File: src/rtl/csr_unit_if.sv
`default_nettype none
// ============================================================================
// Module      : csr_unit_if
// Description : Execute-stage bundle between the core and csr_unit: Zicsr
//               access, trap/mret events, retire strobe and the PC redirect.
//               master = core side, slave = csr_unit.
// Revision    : 1.0 - initial release
// ============================================================================
interface csr_unit_if #(
    parameter int XLEN = 64
);
    logic            csr_valid;
    logic [1:0]      csr_op;
    logic [11:0]     csr_addr;
    logic [XLEN-1:0] csr_wdata;
    logic [XLEN-1:0] csr_rdata;
    logic            csr_illegal;
    logic            trap_valid;
    logic [XLEN-1:0] trap_cause;
    logic [XLEN-1:0] trap_pc;
    logic            mret;
    logic            instret;
    logic            redirect_valid;
    logic [XLEN-1:0] redirect_pc;

    modport master (
        output csr_valid, csr_op, csr_addr, csr_wdata,
        output trap_valid, trap_cause, trap_pc, mret, instret,
        input  csr_rdata, csr_illegal, redirect_valid, redirect_pc
    );

    modport slave (
        input  csr_valid, csr_op, csr_addr, csr_wdata,
        input  trap_valid, trap_cause, trap_pc, mret, instret,
        output csr_rdata, csr_illegal, redirect_valid, redirect_pc
    );
endinterface
`default_nettype wire

File: src/rtl/csr_unit.sv
`default_nettype none
// ============================================================================
// Module      : csr_unit
// Description : Machine-mode CSR unit. Zicsr RW/RS/RC on mstatus, mtvec,
//               mscratch, mepc, mcause, mhartid; trap entry and mret with
//               mstatus MIE/MPIE stacking; registered one-cycle PC redirect.
//               Optional macro CSR_COUNTERS_EN adds mcycle/minstret (64-bit),
//               their read-only user aliases and, for XLEN=32, the upper
//               halves mcycleh/minstreth.
// Ports       : clk, rst (synchronous, active-high)
//               bus (csr_unit_if.slave): csr_valid/op/addr/wdata in,
//               csr_rdata/csr_illegal out (combinational), trap_valid/
//               trap_cause/trap_pc/mret/instret in, redirect_valid/
//               redirect_pc out.
// Revision    : 1.0 - initial release
// ============================================================================
module csr_unit #(
    parameter int          XLEN        = 64,
    parameter logic [63:0] MSTATUS_RST = 64'h0000_000a_0000_1800
) (
    input  wire logic    clk,
    input  wire logic    rst,
    csr_unit_if.slave    bus
);
    localparam logic [11:0] c_A_MSTATUS  = 12'h300;
    localparam logic [11:0] c_A_MTVEC    = 12'h305;
    localparam logic [11:0] c_A_MSCRATCH = 12'h340;
    localparam logic [11:0] c_A_MEPC     = 12'h341;
    localparam logic [11:0] c_A_MCAUSE   = 12'h342;
    localparam logic [11:0] c_A_MHARTID  = 12'hF14;

    // mstatus image with the writable MIE/MPIE bits cleared and MPP pinned to M.
    localparam logic [63:0]     c_MST_FIXED64 = (MSTATUS_RST & ~64'h88) | 64'h1800;
    localparam logic [XLEN-1:0] c_MST_FIXED   = c_MST_FIXED64[XLEN-1:0];

    localparam logic [0:0] c_ST_IDLE  = 1'b0;
    localparam logic [0:0] c_ST_REDIR = 1'b1;

    logic            r_mie, r_mpie;
    logic [XLEN-1:0] r_mtvec, r_mscratch, r_mepc, r_mcause;
    logic [XLEN-1:0] r_redirect_pc;
    logic [0:0]      r_state, w_state_nxt;

    logic [XLEN-1:0] w_mstatus;
    logic [XLEN-1:0] w_rd;
    logic [XLEN-1:0] w_new;
    logic            w_impl;
    logic            w_ro;
    logic            w_wr_try;
    logic            w_wen;
    logic            w_event;

`ifdef CSR_COUNTERS_EN
    logic [63:0] r_mcycle, r_minstret;
    logic [63:0] w_cyc_hi, w_ret_hi, w_wr64;
`endif

    // ------------------------------------------------------------------
    // Read mux and write-value computation
    // ------------------------------------------------------------------
    always_comb begin
        w_mstatus    = c_MST_FIXED;
        w_mstatus[3] = r_mie;
        w_mstatus[7] = r_mpie;
    end

`ifdef CSR_COUNTERS_EN
    assign w_cyc_hi = {32'h0, r_mcycle[63:32]};
    assign w_ret_hi = {32'h0, r_minstret[63:32]};
`endif

    always_comb begin
        w_impl = 1'b1;
        w_rd   = '0;
        case (bus.csr_addr)
            c_A_MSTATUS:  w_rd = w_mstatus;
            c_A_MTVEC:    w_rd = r_mtvec;
            c_A_MSCRATCH: w_rd = r_mscratch;
            c_A_MEPC:     w_rd = r_mepc;
            c_A_MCAUSE:   w_rd = r_mcause;
            c_A_MHARTID:  w_rd = '0;
`ifdef CSR_COUNTERS_EN
            12'hB00, 12'hC00: w_rd = r_mcycle[XLEN-1:0];
            12'hB02, 12'hC02: w_rd = r_minstret[XLEN-1:0];
            12'hB80: begin
                if (XLEN == 32) w_rd = w_cyc_hi[XLEN-1:0];
                else            w_impl = 1'b0;
            end
            12'hB82: begin
                if (XLEN == 32) w_rd = w_ret_hi[XLEN-1:0];
                else            w_impl = 1'b0;
            end
`endif
            default: w_impl = 1'b0;
        endcase
    end

    always_comb begin
        case (bus.csr_op)
            2'b01:   w_new = bus.csr_wdata;
            2'b10:   w_new = w_rd | bus.csr_wdata;
            2'b11:   w_new = w_rd & ~bus.csr_wdata;
            default: w_new = w_rd;
        endcase
    end

    // RS/RC with a zero operand is a pure read and never counts as a write.
    assign w_wr_try = (bus.csr_op == 2'b01) || (bus.csr_op[1] && (bus.csr_wdata != '0));
    assign w_ro     = (bus.csr_addr[11:10] == 2'b11);
    assign w_event  = bus.trap_valid || bus.mret;
    assign w_wen    = bus.csr_valid && w_wr_try && w_impl && !w_ro && !w_event;

    assign bus.csr_rdata   = w_impl ? w_rd : '0;
    assign bus.csr_illegal = !w_impl || (w_wr_try && w_ro);

    // ------------------------------------------------------------------
    // Architectural state: trap > mret > CSR write
    // ------------------------------------------------------------------
    always_ff @(posedge clk) begin
        if (rst) begin
            r_mie      <= MSTATUS_RST[3];
            r_mpie     <= MSTATUS_RST[7];
            r_mtvec    <= '0;
            r_mscratch <= '0;
            r_mepc     <= '0;
            r_mcause   <= '0;
        end else if (bus.trap_valid) begin
            r_mepc   <= {bus.trap_pc[XLEN-1:2], 2'b00};
            r_mcause <= bus.trap_cause;
            r_mpie   <= r_mie;
            r_mie    <= 1'b0;
        end else if (bus.mret) begin
            r_mie  <= r_mpie;
            r_mpie <= 1'b1;
        end else if (w_wen) begin
            case (bus.csr_addr)
                c_A_MSTATUS: begin
                    r_mie  <= w_new[3];
                    r_mpie <= w_new[7];
                end
                c_A_MTVEC:    r_mtvec    <= {w_new[XLEN-1:2], 2'b00};
                c_A_MSCRATCH: r_mscratch <= w_new;
                c_A_MEPC:     r_mepc     <= {w_new[XLEN-1:2], 2'b00};
                c_A_MCAUSE:   r_mcause   <= w_new;
                default: ;
            endcase
        end
    end

`ifdef CSR_COUNTERS_EN
    always_comb begin
        w_wr64             = '0;
        w_wr64[XLEN-1:0]   = w_new;
    end

    // Counters free-run; a same-cycle CSR write overrides the increment.
    always_ff @(posedge clk) begin
        if (rst) begin
            r_mcycle   <= '0;
            r_minstret <= '0;
        end else begin
            r_mcycle <= r_mcycle + 64'd1;
            if (bus.instret) r_minstret <= r_minstret + 64'd1;
            if (w_wen) begin
                case (bus.csr_addr)
                    12'hB00: begin
                        if (XLEN == 32) r_mcycle <= {r_mcycle[63:32], w_wr64[31:0]};
                        else            r_mcycle <= w_wr64;
                    end
                    12'hB02: begin
                        if (XLEN == 32) r_minstret <= {r_minstret[63:32], w_wr64[31:0]};
                        else            r_minstret <= w_wr64;
                    end
                    12'hB80: r_mcycle   <= {w_wr64[31:0], r_mcycle[31:0]};
                    12'hB82: r_minstret <= {w_wr64[31:0], r_minstret[31:0]};
                    default: ;
                endcase
            end
        end
    end

    logic w_unused_ok;
    assign w_unused_ok = &{1'b0, bus.trap_pc[1:0], w_cyc_hi, w_ret_hi};
`else
    logic w_unused_ok;
    assign w_unused_ok = &{1'b0, bus.trap_pc[1:0], bus.instret};
`endif

    // ------------------------------------------------------------------
    // Redirect FSM
    // ------------------------------------------------------------------
    always_ff @(posedge clk) begin
        if (rst) r_state <= c_ST_IDLE;
        else     r_state <= w_state_nxt;
    end

    // Both states leave on the same condition: any new event (re)enters REDIR.
    always_comb begin
        w_state_nxt = c_ST_IDLE;
        case (r_state)
            c_ST_IDLE:  if (w_event) w_state_nxt = c_ST_REDIR;
            c_ST_REDIR: if (w_event) w_state_nxt = c_ST_REDIR;
            default:    w_state_nxt = c_ST_IDLE;
        endcase
    end

    // Reset squashes a pulse that is already in flight this cycle.
    always_comb begin
        bus.redirect_valid = (r_state == c_ST_REDIR) && !rst;
    end

    // Target sampled before any same-cycle CSR update takes effect.
    always_ff @(posedge clk) begin
        if (rst)                 r_redirect_pc <= '0;
        else if (bus.trap_valid) r_redirect_pc <= r_mtvec;
        else if (bus.mret)       r_redirect_pc <= r_mepc;
    end

    assign bus.redirect_pc = r_redirect_pc;

endmodule
`default_nettype wire

File: src/flat_wrapper.sv
// flat-port wrapper written by rule: the top's interface ports become plain ports
module csr_unit_flat 
#(
    parameter int          XLEN        = 64,
    parameter logic [63:0] MSTATUS_RST = 64'h0000_000a_0000_1800
)
  (clk, rst, bus_csr_valid, bus_csr_op, bus_csr_addr, bus_csr_wdata, bus_trap_valid, bus_trap_cause, bus_trap_pc, bus_mret, bus_instret, bus_csr_rdata, bus_csr_illegal, bus_redirect_valid, bus_redirect_pc);
  csr_unit_if #(.XLEN(XLEN)) bus_i ();
  input  wire logic clk;
  input  wire logic rst;
  input wire logic [$bits(bus_i.csr_valid)-1:0] bus_csr_valid;
  input wire logic [$bits(bus_i.csr_op)-1:0] bus_csr_op;
  input wire logic [$bits(bus_i.csr_addr)-1:0] bus_csr_addr;
  input wire logic [$bits(bus_i.csr_wdata)-1:0] bus_csr_wdata;
  input wire logic [$bits(bus_i.trap_valid)-1:0] bus_trap_valid;
  input wire logic [$bits(bus_i.trap_cause)-1:0] bus_trap_cause;
  input wire logic [$bits(bus_i.trap_pc)-1:0] bus_trap_pc;
  input wire logic [$bits(bus_i.mret)-1:0] bus_mret;
  input wire logic [$bits(bus_i.instret)-1:0] bus_instret;
  output wire logic [$bits(bus_i.csr_rdata)-1:0] bus_csr_rdata;
  output wire logic [$bits(bus_i.csr_illegal)-1:0] bus_csr_illegal;
  output wire logic [$bits(bus_i.redirect_valid)-1:0] bus_redirect_valid;
  output wire logic [$bits(bus_i.redirect_pc)-1:0] bus_redirect_pc;
  assign bus_i.csr_valid = bus_csr_valid;
  assign bus_i.csr_op = bus_csr_op;
  assign bus_i.csr_addr = bus_csr_addr;
  assign bus_i.csr_wdata = bus_csr_wdata;
  assign bus_i.trap_valid = bus_trap_valid;
  assign bus_i.trap_cause = bus_trap_cause;
  assign bus_i.trap_pc = bus_trap_pc;
  assign bus_i.mret = bus_mret;
  assign bus_i.instret = bus_instret;
  assign bus_csr_rdata = bus_i.csr_rdata;
  assign bus_csr_illegal = bus_i.csr_illegal;
  assign bus_redirect_valid = bus_i.redirect_valid;
  assign bus_redirect_pc = bus_i.redirect_pc;
  csr_unit #(.XLEN(XLEN), .MSTATUS_RST(MSTATUS_RST)) u_core (.clk(clk), .rst(rst), .bus(bus_i));
endmodule
File: config.mk
export PLATFORM = sky130hd
export DESIGN_NAME = csr_unit_flat
export DESIGN_NICKNAME = d
export VERILOG_FILES = /design/src/rtl/csr_unit_if.sv /design/src/rtl/csr_unit.sv /design/src/flat_wrapper.sv
export SDC_FILE = /design/constraint.sdc
export NUM_CORES = 1
export LEC_CHECK = 0
export ABC_AREA = 1
export BUFFER_PORTS_ARGS = -buffer_cell sky130_fd_sc_hd__clkbuf_2
export CORE_UTILIZATION = 35
export DETAILED_ROUTE_END_ITERATION = 6
export PLACE_DENSITY = 0.64
export SYNTH_ARGS = -nofsm -noshare
export SYNTH_HDL_FRONTEND = slang
export SYNTH_SLANG_ARGS = --single-unit
File: constraint.sdc
create_clock -name clk -period 2.56 [get_ports clk]
set_clock_uncertainty 0.05 [all_clocks]
set_input_delay 0.512 -clock clk [delete_from_list [all_inputs] [get_ports clk]]
set_output_delay 0.512 -clock clk [all_outputs]
set_load 0.03 [all_outputs]
=== Word level (Yosys, flattened, before mapping) ===
Cells that the tools add are included.

* ROM bits: 0
* Logic and storage cells: 77
* Memories: 0
* Bits in latches: 0
* Bits in writable memories: 0
* Flip-flop bits (word level): 319
* Output and inout bits: 130

* Order comparisons: 0
* Shifts and indexed selects: 0
* Div/mod/pow operators: 0
* Multiplexer cells: 22
* Equality and inequality tests: 11
* Reductions and logical operators: 31
* Bitwise operators: 5
* Multipliers: 0
* Add/sub/neg operators: 0

{| class="wikitable"
|+ Operators by type and width
! kind !! count
|-
| two-way mux 64 bit || 11
|-
| one-hot mux 64 bit (5 select lines) || 1
|-
| one-hot mux 64 bit (3 select lines) || 1
|-
| AND 64 bit || 1
|-
| NOT 64 bit || 1
|-
| bitwise OR 64 bit || 1
|-
| nonzero test 64 bit || 1
|-
| == test 12 x 10 -> 1 bit (second input constant) || 5
|-
| == test 12 bit (second input constant) || 1
|-
| nonzero test 2 bit || 6
|-
| two-way mux 1 bit || 9
|-
| AND reduction 4 bit || 2
|-
| logical AND 1 bit || 7
|-
| == test 2 bit (second input constant) || 3
|-
| AND reduction 3 bit || 2
|-
| nonzero test 3 bit || 2
|-
| OR reduction 6 bit || 1
|-
| logical NOT 1 bit || 4
|-
| AND reduction 2 bit || 2
|-
| logical OR 1 bit || 3
|-
| == test 2 x 1 -> 1 bit (second input constant) || 1
|-
| != test 2 bit (second input constant) || 1
|-
| NOT 1 bit || 2
|-
| OR reduction 2 bit || 1
|}

=== Longest topological paths before layout ===
* Word-level depth: 10
* Mapped depth: 17
* Mapped depth without buffers: 14

=== Worst setup path after synthesis ===
No wires, ideal clock.

* Path type: input port to output port
* Start: input bus_csr_addr[9]
* End: output bus_csr_rdata[28]
* Path slack: 0.149 ns
* Stages: 11
* Buffers on the path: 3
* Arrival: 1.849 ns
* Required time: 1.998 ns
* Path through: nand2_1 > inv_1 > nand2_1 > nor2_1 > buf_2 > nand2_2 > buf_2 > clkbuf_1 > o21ai_0 > nor2_1 > inv_1

* Word-level cells in the longest chain between the ends: 4
* Elaborated cells on any way between the ends: 10

{| class="wikitable"
|+ Ends and longest elaborated chain
! item !! RTL line !! RTL
|-
| start: declaration || flat_wrapper.sv:13 || <nowiki>input wire logic [$bits(bus_i.csr_addr)-1:0] bus_csr_addr;</nowiki>
|-
| == test 12 bit / == test 12 x 10 -> 1 bit (equally long branches) || csr_unit.sv:75 || <nowiki>case (bus.csr_addr)</nowiki>
|-
| OR reduction 6 bit (no source line) || -- ||
|-
| two-way mux 1 bit || csr_unit.sv:75 ||
|-
| two-way mux 64 bit (*) || csr_unit.sv:113 || <nowiki>assign bus.csr_rdata = w_impl ? w_rd : '0;</nowiki>
|-
| end: declaration || flat_wrapper.sv:20 || <nowiki>output wire logic [$bits(bus_i.csr_rdata)-1:0] bus_csr_rdata;</nowiki>
|}

Every way passes the cells marked *; elsewhere a longest branch is shown, timed or not.

=== Final worst setup path ===
* Start: input bus_csr_addr[9]
* End: output bus_csr_rdata[3]

The elaborated chain is that of the path after synthesis.

==> out/results.tsv <==
stage	metric	value	unit
outcome	status	finished with violations	
outcome	violations	setup timing	
clock_tree	cts_inserted_buffers	39	
logic_synthesis	synth_top_area_share	34.72	%
logic_synthesis	avgSynthCellArea	5.785	sq um
layout	synthToLayoutAreaGrowth	34.29	%
routing	via_count	21052	
critical_path	crit_fanout	6	
routing	drc_errors	0	
logic_synthesis	yosys.area.top_type	dfxtp_1	
logic_synthesis	yosysSeqAreaShare	34.72	%
layout	layout_common_cells	nand2_1, nor2_1, inv_1, nand3_1, dfxtp_1	
power	pwr-share-clk	44.9	%
clock_tree	clk_latency	580	ps
clock_tree	cts_max_path_buffers	3	
critical_path	slowest_stage	or2_4	
job	drv_cap	0	
global_routing	grt.total_usage	26.75	%
critical_path	startpoint_type	input pin	
sta	finalSetupTns	-10.77	ps
power	irDropWorstVdd	400.0	uV
clock_tree	cts_tree	built	
critical_path	worstPathCellList	clkbuf_2 -> nand2_2 -> buf_4 -> nor2_1 -> nand2_1 -> nor2_4 -> buf_6 -> buf_12 -> clkbuf_16 -> nand2_1 -> nand3_2 -> or2_4 -> buf_6	
global_routing	grt.met3_usage	4.076	%
critical_path	critPathRequiredTime	2000	ps
placed_design	dp_cells	4188	
sta	maxSlewViolCount	0	
logic_synthesis	synth_area_leaders	dfxtp_1, nand2_1, nand3_1	
logic_synthesis	ys_ff_latch	317	
layout	final_common_cell	nand2_1	
sta	rsz0062_at_grt	true	
layout	fillCellCount	5346	
critical_path	worst_path_largest_cell_delay	260	ps
critical_path	cp_data_arrival_time	2010	ps
sta	worst_pin_slew	700.3	ps
global_routing	met2_usage	43.24	%
clock_tree	cts_sinks	317	
routing	drtIter0Drc	1777	
clock_tree	root_buffer	clkbuf_16	
floorplan	chipWidth	230.5	um
routing	postRouteAntennaNets	0	
floorplan	core_area	51410	sq um
placed_design	dpl.hpwl	47920	um
logic_synthesis	synthCells	3159	
critical_path	critPathKind	in -> out	
global_routing	grt_use_met1	35.20	%
logic_synthesis	yosysUniqueCellTypes	30	
power	power.density	492.7	nW/um^2
placed_design	place_congestion	0.8775	
sta	fmax	0.3890	GHz
sta	hold_viol	0	
floorplan	die-area	53130	sq um
floorplan	start_util	35.55	%
sta	fin_crit_sh	100.4	%
power	comb_power_share	12.6	%
global_routing	antenna_found_initial	8	
clock_tree	htreeDepth	2	
routing	routedWlPerCell	17.36	um
placed_design	port_buffers	336	
logic_synthesis	syn_area	18280	sq um
routing	via_per_inst	4.912	
layout	drive_gt1_share	21.24	%
power	leakage	14.06	nW
power	pwr-share-seq	42.5	%
layout	final_cell_count_no_fill	4286	
global_routing	grt_pass1_wl	109600	um
routing	drt-total-wl	74390	um
sta	period_minus_slack	2571	ps
global_routing	first_global_vias	19112	
power	p_int	8.763	mW
layout	fin_nets	3786	
floorplan	die_y	230.5	um
logic_synthesis	synth-warning-count	0	
routing	detail_route.first_pass.iterations	5	
global_routing	grt_max_degree	78	
clock_tree	clk_pin_slew	60	ps
floorplan	num_rows	83	
critical_path	end_kind	output pin	
power	sw_frac_of_total	27.53	%
global_routing	grt.overflow.total	0	
worst_hold_path	holdCritPathClass	in -> reg	
clock_tree	ctsHoldBuffers	0	
sta	relSlewSlack	53.32	%
sta	setup_viol	1	
sta	finalWorstSetupSlack	-10.77	ps
power	switchingPower	3.328	mW
global_routing	busiest_layer	met2	
floorplan	ios	342	
cell families (layout without fill, tap and decap cells):
| kind of cell | count (synthesis) | in the layout | synth area share [%] |
|---|---|---|---|
| other | 1 | 6 | 0.02052 |
| AO/OA/AOI/OAI | 325 | 325 | 9.687 |
| flip-flops | 317 | 317 | 34.72 |
| AND/OR/NAND/NOR | 1926 | 1926 | 42.51 |
| buffers and inverters | 590 | 1032 | 13.06 |
state kept, by name, summed over array words and instances (netlist names):
name / count
u_core.r_mpie: 1
u_core.r_mtvec: 62
u_core.r_state: 1
u_core.bus.redirect_pc: 62
u_core.r_mie: 1
u_core.r_mscratch: 64
u_core.r_mcause: 64
u_core.r_mepc: 62
final cells by class:
cell class | instances | area (sq um) | area share, %
clock inverter | 4 | 35.03 | 0.1427
timing repair buffer | 573 | 4578 | 18.65
antenna | 4 | 10.01 | 0.04079
sequential | 317 | 6346 | 25.86
multi-input combinational | 2253 | 10050 | 40.95
inverter | 390 | 1486 | 6.057
clock buffer | 65 | 1185 | 4.828
tap | 680 | 850.8 | 3.467
worst max-delay path, delay by kind of cell:
kind	cells	cell delay [ps]
buffers and inverters	6	770
and+or+nand+nor	7	720
final timing paths:
| check | from | to | depth (start not counted) | slack, ps |
|---|---|---|---|---|
| worst max-delay path | bus_csr_addr[9] | bus_csr_rdata[3] | 13 | -10 |
| worst min register to register | u_core.r_mcause[21] | u_core.r_mcause[21] | 2 | 430 |
| worst max register to register | u_core.r_mtvec[13] | u_core.r_mcause[13] | 10 | 1160 |
| worst min-delay path | bus_trap_pc[29] | u_core.r_mepc[29] | 5 | 210 |
what timing repair did:
action,CTS,global route
gates cloned,1,8
pin swaps,1,35
buffers inserted,4,13
endpoints found under the setup margin,64,65
resized for setup,94,298
metal layers:
layer / part of all wire [%] / vias up
met5: 0.077 / -
met4: 3.6 / 10
met3: 8.0 / 150
met2: 45 / 879
met1: 43 / 9507
li1: - / 10506
cells in the mapped netlist, drive strengths merged:
cell,instances
nand2,1164
nor2,416
inv,389
nand3,329
dfxtp,317
a21oi,183
clkbuf,126
o21ai,82
buf,74
o21bai,55
nor3,9
o22ai,5
nand4,3
or2,3
and2,1
clkinv,1
conb,1
nand3b,1
metrics by stage:
| stage | util (%) | total power [mW] | cell area (sq um) | hold WS [ps] | setup WS [ps] |
|---|---|---|---|---|---|
| floorplan | - | 6.023 | 18280 | 411.4 | 148.7 |
| global placement | 42.91 | 6.726 | 22060 | 417.2 | -180.3 |
| detailed placement | 42.91 | 6.729 | 22060 | 422.1 | -190.1 |
| CTS | 45.84 | 12.15 | 23560 | 175.7 | -38.20 |
| global route | 47.74 | 12.51 | 24540 | 212.6 | -46.77 |
| finish | 47.74 | 12.09 | 24540 | 209.7 | -10.77 |
power by group through the flow:
stage,Sequential [mW],Clock (mW),Combinational [mW]
2_1_floorplan,5.25,0,0.773
3_3_place_gp,5.24,0,1.49
3_5_place_dp,5.24,0,1.49
4_1_cts,5.13,5.52,1.50
5_1_grt,5.15,5.70,1.66
6_report,5.14,5.43,1.52
(Power assumes the default switching activity.)
